### config.mk
export PLATFORM = sky130hd
export DESIGN_NAME = cache_read_responder
export DESIGN_NICKNAME = d
export VERILOG_FILES = /design/src/rtl/cache_read_responder_pkg.sv /design/src/rtl/cache_read_responder_read_word_mask.sv /design/src/rtl/cache_read_responder.sv
export SDC_FILE = /design/constraint.sdc
export NUM_CORES = 1
export LEC_CHECK = 0
export CORE_AREA = 2 2 169 171
export CTS_BUF_LIST = sky130_fd_sc_hd__clkbuf_4
export CTS_CLUSTER_DIAMETER = 60
export DETAILED_ROUTE_END_ITERATION = 6
export DIE_AREA = 0 0 171 173
export PLACE_DENSITY = 0.66
export SLEW_MARGIN = 20
export SYNTH_ARGS = -nofsm -noshare
export SYNTH_HDL_FRONTEND = slang
export SYNTH_SLANG_ARGS = --single-unit
### constraint.sdc
create_clock -name CLK -period 4.3 [get_ports CLK]
set_input_delay 0.86 -clock CLK [delete_from_list [all_inputs] [get_ports CLK]]
set_output_delay 0.86 -clock CLK [all_outputs]
set_load 0.01 [all_outputs]
### src/rtl/cache_read_responder_pkg.sv
// Shared widths, FSM encoding and legal byte-enable patterns for the cache read responder.
package cache_read_responder_pkg;

    localparam int unsigned CpuDataSize    = 32;
    localparam int unsigned RamDataSize    = 4 * CpuDataSize;
    localparam int unsigned BValSize       = 4;
    localparam int unsigned AddrOffsetSize = 4;
    localparam int unsigned TimeoutCycles  = 64;

    typedef enum logic [1:0] {
        StIdle    = 2'd0,
        StWaitRam = 2'd1,
        StResp    = 2'd2
    } state_e;

    localparam logic [BValSize-1:0] BValByte0 = 4'b0001;
    localparam logic [BValSize-1:0] BValByte1 = 4'b0010;
    localparam logic [BValSize-1:0] BValByte2 = 4'b0100;
    localparam logic [BValSize-1:0] BValByte3 = 4'b1000;
    localparam logic [BValSize-1:0] BValHalf0 = 4'b0011;
    localparam logic [BValSize-1:0] BValHalf1 = 4'b1100;
    localparam logic [BValSize-1:0] BValWord  = 4'b1111;

    function automatic logic b_val_legal(input logic [BValSize-1:0] b_val);
        logic legal;
        case (b_val)
            BValByte0, BValByte1, BValByte2, BValByte3,
            BValHalf0, BValHalf1, BValWord: legal = 1'b1;
            default:                        legal = 1'b0;
        endcase
        return legal;
    endfunction

endpackage

### src/rtl/cache_read_responder_read_word_mask.sv
// Selects one CPU word from a cache line and zeroes byte lanes not enabled by b_val.
module cache_read_responder_read_word_mask
    import cache_read_responder_pkg::*;
(
    input  logic [RamDataSize-1:0] line,
    input  logic [1:0]             word_idx,
    input  logic [BValSize-1:0]    b_val,
    output logic [CpuDataSize-1:0] word,
    output logic                   err
);

    logic [CpuDataSize-1:0] word_sel;
    logic [CpuDataSize-1:0] word_masked;

    always_comb begin
        word_sel    = line[int'(word_idx) * CpuDataSize +: CpuDataSize];
        word_masked = '0;
        for (int k = 0; k < BValSize; k++) begin
            word_masked[8*k +: 8] = word_sel[8*k +: 8] & {8{b_val[k]}};
        end
        err  = ~b_val_legal(b_val);
        word = err ? '0 : word_masked;
    end

endmodule

### src/rtl/cache_read_responder.sv
// Returns one masked CPU word from a cache line, fetching the line from RAM on a miss
// and pulsing a fill strobe so the line can be written back into the cache.
module cache_read_responder
    import cache_read_responder_pkg::*;
#(
    parameter int unsigned TIMEOUT_CYCLES = TimeoutCycles
) (
    input  logic                      CLK,
    input  logic                      RST_N,
    input  logic                      IN_REQ_VALID,
    output logic                      OUT_REQ_READY,
    input  logic                      IN_HIT,
    input  logic [AddrOffsetSize-1:0] IN_ADDR_OFFSET,
    input  logic [BValSize-1:0]       IN_B_VAL,
    input  logic [RamDataSize-1:0]    IN_CACHE_DATA,
    output logic                      OUT_RAM_REQ,
    input  logic                      IN_RAM_VALID,
    input  logic [RamDataSize-1:0]    IN_RAM_DATA,
    output logic                      OUT_FILL_VALID,
    output logic [RamDataSize-1:0]    OUT_FILL_DATA,
    output logic                      OUT_RESP_VALID,
    input  logic                      IN_RESP_READY,
    output logic [CpuDataSize-1:0]    OUT_RESP_DATA,
    output logic                      OUT_RESP_ERR
);

    localparam int unsigned CntW = $clog2(TIMEOUT_CYCLES) + 1;

    state_e                 state_q, state_d;
    logic [RamDataSize-1:0] line_q, line_d;
    logic [RamDataSize-1:0] fill_data_q, fill_data_d;
    logic                   fill_valid_q, fill_valid_d;
    logic [1:0]             idx_q, idx_d;
    logic [BValSize-1:0]    b_val_q, b_val_d;
    logic [CntW-1:0]        cnt_q, cnt_d;
    logic [CpuDataSize-1:0] resp_data_q, resp_data_d;
    logic                   resp_err_q, resp_err_d;

    logic [RamDataSize-1:0] mask_line;
    logic [1:0]             mask_idx;
    logic [BValSize-1:0]    mask_b_val;
    logic [CpuDataSize-1:0] masked_word;
    logic                   mask_err;
    logic                   unused_offset_bits;

    assign unused_offset_bits = ^IN_ADDR_OFFSET[1:0];

    // A hit is masked straight from the request inputs; a fill uses the latched selection.
    always_comb begin
        if (state_q == StIdle) begin
            mask_line  = IN_CACHE_DATA;
            mask_idx   = IN_ADDR_OFFSET[3:2];
            mask_b_val = IN_B_VAL;
        end else begin
            mask_line  = IN_RAM_DATA;
            mask_idx   = idx_q;
            mask_b_val = b_val_q;
        end
    end

    cache_read_responder_read_word_mask u_read_word_mask (
        .line     (mask_line),
        .word_idx (mask_idx),
        .b_val    (mask_b_val),
        .word     (masked_word),
        .err      (mask_err)
    );

    always_comb begin
        state_d      = state_q;
        line_d       = line_q;
        fill_data_d  = fill_data_q;
        fill_valid_d = 1'b0;
        idx_d        = idx_q;
        b_val_d      = b_val_q;
        cnt_d        = cnt_q;
        resp_data_d  = resp_data_q;
        resp_err_d   = resp_err_q;
        unique case (state_q)
            StIdle: begin
                if (IN_REQ_VALID) begin
                    idx_d   = IN_ADDR_OFFSET[3:2];
                    b_val_d = IN_B_VAL;
                    if (IN_HIT) begin
                        line_d      = IN_CACHE_DATA;
                        resp_data_d = masked_word;
                        resp_err_d  = mask_err;
                        state_d     = StResp;
                    end else begin
                        cnt_d   = '0;
                        state_d = StWaitRam;
                    end
                end
            end
            StWaitRam: begin
                cnt_d = cnt_q + 1'b1;
                // Returned data takes priority over a timeout in the same cycle.
                if (IN_RAM_VALID) begin
                    line_d       = IN_RAM_DATA;
                    fill_data_d  = IN_RAM_DATA;
                    fill_valid_d = 1'b1;
                    resp_data_d  = masked_word;
                    resp_err_d   = mask_err;
                    state_d      = StResp;
                end else if (cnt_q == CntW'(TIMEOUT_CYCLES - 1)) begin
                    resp_data_d = '0;
                    resp_err_d  = 1'b1;
                    state_d     = StResp;
                end
            end
            StResp: begin
                if (IN_RESP_READY) begin
                    state_d = StIdle;
                end
            end
            default: state_d = StIdle;
        endcase
    end

    always_ff @(posedge CLK or negedge RST_N) begin
        if (!RST_N) begin
            state_q      <= StIdle;
            line_q       <= '0;
            fill_data_q  <= '0;
            fill_valid_q <= 1'b0;
            idx_q        <= '0;
            b_val_q      <= '0;
            cnt_q        <= '0;
            resp_data_q  <= '0;
            resp_err_q   <= 1'b0;
        end else begin
            state_q      <= state_d;
            line_q       <= line_d;
            fill_data_q  <= fill_data_d;
            fill_valid_q <= fill_valid_d;
            idx_q        <= idx_d;
            b_val_q      <= b_val_d;
            cnt_q        <= cnt_d;
            resp_data_q  <= resp_data_d;
            resp_err_q   <= resp_err_d;
        end
    end

    // Ready is gated by reset so it is low for the whole time reset is held.
    assign OUT_REQ_READY  = RST_N && (state_q == StIdle);
    assign OUT_RAM_REQ    = (state_q == StWaitRam);
    assign OUT_RESP_VALID = (state_q == StResp);
    assign OUT_FILL_VALID = fill_valid_q;
    assign OUT_FILL_DATA  = fill_data_q;
    assign OUT_RESP_DATA  = resp_data_q;
    assign OUT_RESP_ERR   = resp_err_q;

endmodule

==> flow_summary_export.csv <==
group,metric,value,unit
outcome,status,"complete, no violations",
setup_path,timing.rr.start,"state_q[0]",
final_layout,nets,1488,
sta,final.setup.worst_slack,0.951,ns
sta,finalCritPeriodShare,0.779,
hold_path,hold_path.class,"in2async",
synthesis,ys.flop_type,"dfrtp_1",
grt,antenna_found_initial,1,
synthesis,yosys_warnings,0,
final_layout,fin_cells,1608,
synthesis,yosys.area.top_type,"dfrtp_1",
sta,hold_ws,0.180,ns
synthesis,syn_avg_cell_area,11.0,um2
setup_path,crit_required,3.44,ns
pwr,peakVddDrop,0.283,mV
setup_path,cp-end-kind,"output port",
route,drt-total-wl,35100,um
run,cap_violations,0,
sta,finalSetupTns,0,ns
grt,grtUsageTotal,0.232,
clocking,cts_tree,"yes",
synthesis,syn-num-nets,1088,
placed_design,dp.cells,1575,
setup_path,critPathArrivalTime,2.49,ns
floorplan,fp.dieW,171,um
synthesis,ys_seq_area_frac,0.494,
pwr,p_seq_frac,0.357,
floorplan,io-pin-count,435,
sta,rsz0062_at_grt,"false",
placed_design,place_ws,1.10,ns
final_layout,areaGrowthSynthToFinish,54.9,%
pwr,p_per_area,606,mW/mm2
grt,grt_first_pass_wirelength,51100,um
pwr,p_leak,5.85,nW
synthesis,synthCells,817,
setup_path,cp_max_fo,19,
sta,drv_slew,0,
route,drtPass1Iterations,4,
sta,finalHoldViolations,0,
floorplan,rows,61,
clocking,root_buffer,"clkbuf_4",
synthesis,postSynth.asyncResetShare,1.00,
route,post_drt_wl_per_cell,21.8,um
sta,finalClockSkew,0.0395,ns
grt,grt_overflow_total,0,
final_layout,drive_gt1_frac,0.208,
grt,grt_pass1_vias,8291,
clocking,clock-sinks,177,
sta,post-route-min-period,3.35,ns
sta,tightest_slew,1.09,ns
pwr,p_int,5.18,mW
clocking,clock_path_buffers,2,
route,via_per_inst,4.93,
setup_path,rrSetupSlack,1.69,ns
clocking,cts_resized,0,
synthesis,synth_edf_count,0,
route,vias,7934,
setup_path,rr_endpoint,"OUT_RESP_DATA[3]",
setup_path,reg2regPathDepth,4,
sta,fmax,0.299,GHz
clocking,htreeDepth,4,
synthesis,ys_ff_latch,177,
floorplan,core-area,0.0276,mm2
clocking,cts_buffers,17,
floorplan,die_area,0.0296,mm2
sta,setup_viol,0,
pwr,switching_share,0.385,
synthesis,yosys-top-cells-area,"dfrtp_1 49%, mux2_2 25%, nand2_1 8.2%",
sta,slew_headroom,0.272,
clocking,cts_setup_buffers,0,
floorplan,die_h,173,um
clocking,hold_buffers,0,
pwr,power.share.clock,0.107,
grt,grt_max_degree,129,
synthesis,synthesis.area,0.00897,mm2
clocking,clock_latency,0.57,ns
synthesis,synth_common_cells,"200 x mux2_2, 195 x nand2_1, 177 x dfrtp_1, 64 x o22ai_1, 37 x nor2_1",
clocking,clkSlewWorstSetupHoldPaths,0.18,ns
placed_design,gp_congestion,0.801,
setup_path,timing.setup.critical_path_class,"reg2out",
route,drc,0,
floorplan,start_util,0.325,
setup_path,startpoint_type,"flop",
route,first_iter_violations,423,
route,drtAntennaViolNets,0,
pwr,switchingPower,3.24,mW
synthesis,synth.top_cell.area_share,0.494,
synthesis,synth.most_common_cell,"mux2_2",
placed_design,dp_hpwl,25300,um
synthesis,ys_types,42,
placed_design,port-buffer-count,432,
pwr,p_comb_frac,0.536,
## stage by stage
stage                     area, um2  utilization  total power, mW
after detailed placement      13600        0.493             7.56
final                         13900        0.503             8.42
after CTS                     13900        0.502             8.48
after floorplan                8970            -             5.04
after global placement        13600        0.493             7.50
after global routing          13900        0.503             8.93
## logic make-up after synthesis
group                      count (synthesis)  share of synthesized area
muxes                                    204                      0.256
DFF                                      177                      0.494
AOI/OAI and AO/OA                        119                      0.104
adders and majority gates                  1                    0.00139
and+or+nand+nor                          251                      0.112
buffers and inverters                     61                     0.0289
xor gates and xnor gates                   4                    0.00391
## area by class of cell
| type | instances | area [um2] |
|---|---|---|
| clock buffer | 18 | 135 |
| inverter | 4 | 15.0 |
| tap | 378 | 473 |
| timing repair buffer | 438 | 4420 |
| antenna | 2 | 5.00 |
| sequential | 177 | 4430 |
| fill | 2591 | 13700 |
| clock inverter | 12 | 101 |
| multi-input combinational | 579 | 4310 |
## power by group through the flow
stage          Sequential [mW]  Combinational, mW  Clock [mW]
2_1_floorplan             3.19               1.85           0
3_3_place_gp              3.01               4.50           0
3_5_place_dp              3.03               4.53           0
4_1_cts                   3.00               4.55       0.928
5_1_grt                   3.11               4.80        1.02
6_report                  3.01               4.52       0.897
## sequential cells by signal, summed over array words and instances, names as in the netlist
| name | cells |
|---|---|
| cnt_q | 7 |
| b_val_q | 4 |
| OUT_RESP_DATA | 32 |
| state_q | 2 |
| OUT_FILL_DATA | 128 |
| OUT_FILL_VALID | 1 |
| idx_q | 2 |
| OUT_RESP_ERR | 1 |
## worst max-delay path: stages, from the launching register on
cell	delay (ns)
dfrtp_1	0.81
nor2b_1	0.47
clkdlybuf4s50_1	0.67
## worst max path at each step
stage          slack (ns)  depth (start not counted)                end        start
2_1_floorplan        2.03                          4  OUT_RESP_DATA[30]  IN_B_VAL[3]
3_3_place_gp         1.13                          5   OUT_RESP_DATA[4]  IN_B_VAL[3]
3_5_place_dp         1.10                          5   OUT_RESP_DATA[4]  IN_B_VAL[3]
4_1_cts              0.90                          2        OUT_RAM_REQ   state_q[0]
5_1_grt              0.74                          2        OUT_RAM_REQ   state_q[0]
6_report             0.95                          2        OUT_RAM_REQ   state_q[0]
## cells in the final DEF (no fill, tap or decap), drive strengths merged, types with 3 or more instances in the layout
master,n
nand2,195
nor2,38
dfrtp,177
nor2b,3
clkbuf,19
inv,10
xor2,4
o21ai,3
a22o,33
mux2i,4
o22ai,64
a311oi,4
and2,3
buf,7
clkdlybuf4s50,430
o2111ai,3
clkinvlp,5
mux2,200
## per-layer routing
layer	vias up	GRT usage	share of wire	wire length (um)
met2	344	0.414	0.51	17900
li1	3698	-	-	-
met5	-	0	0	0
met3	34	0.0636	0.080	2790
met4	0	0.0727	0.024	851
met1	3858	0.267	0.39	13600
Note: power is estimated with default switching activity, not from simulation.
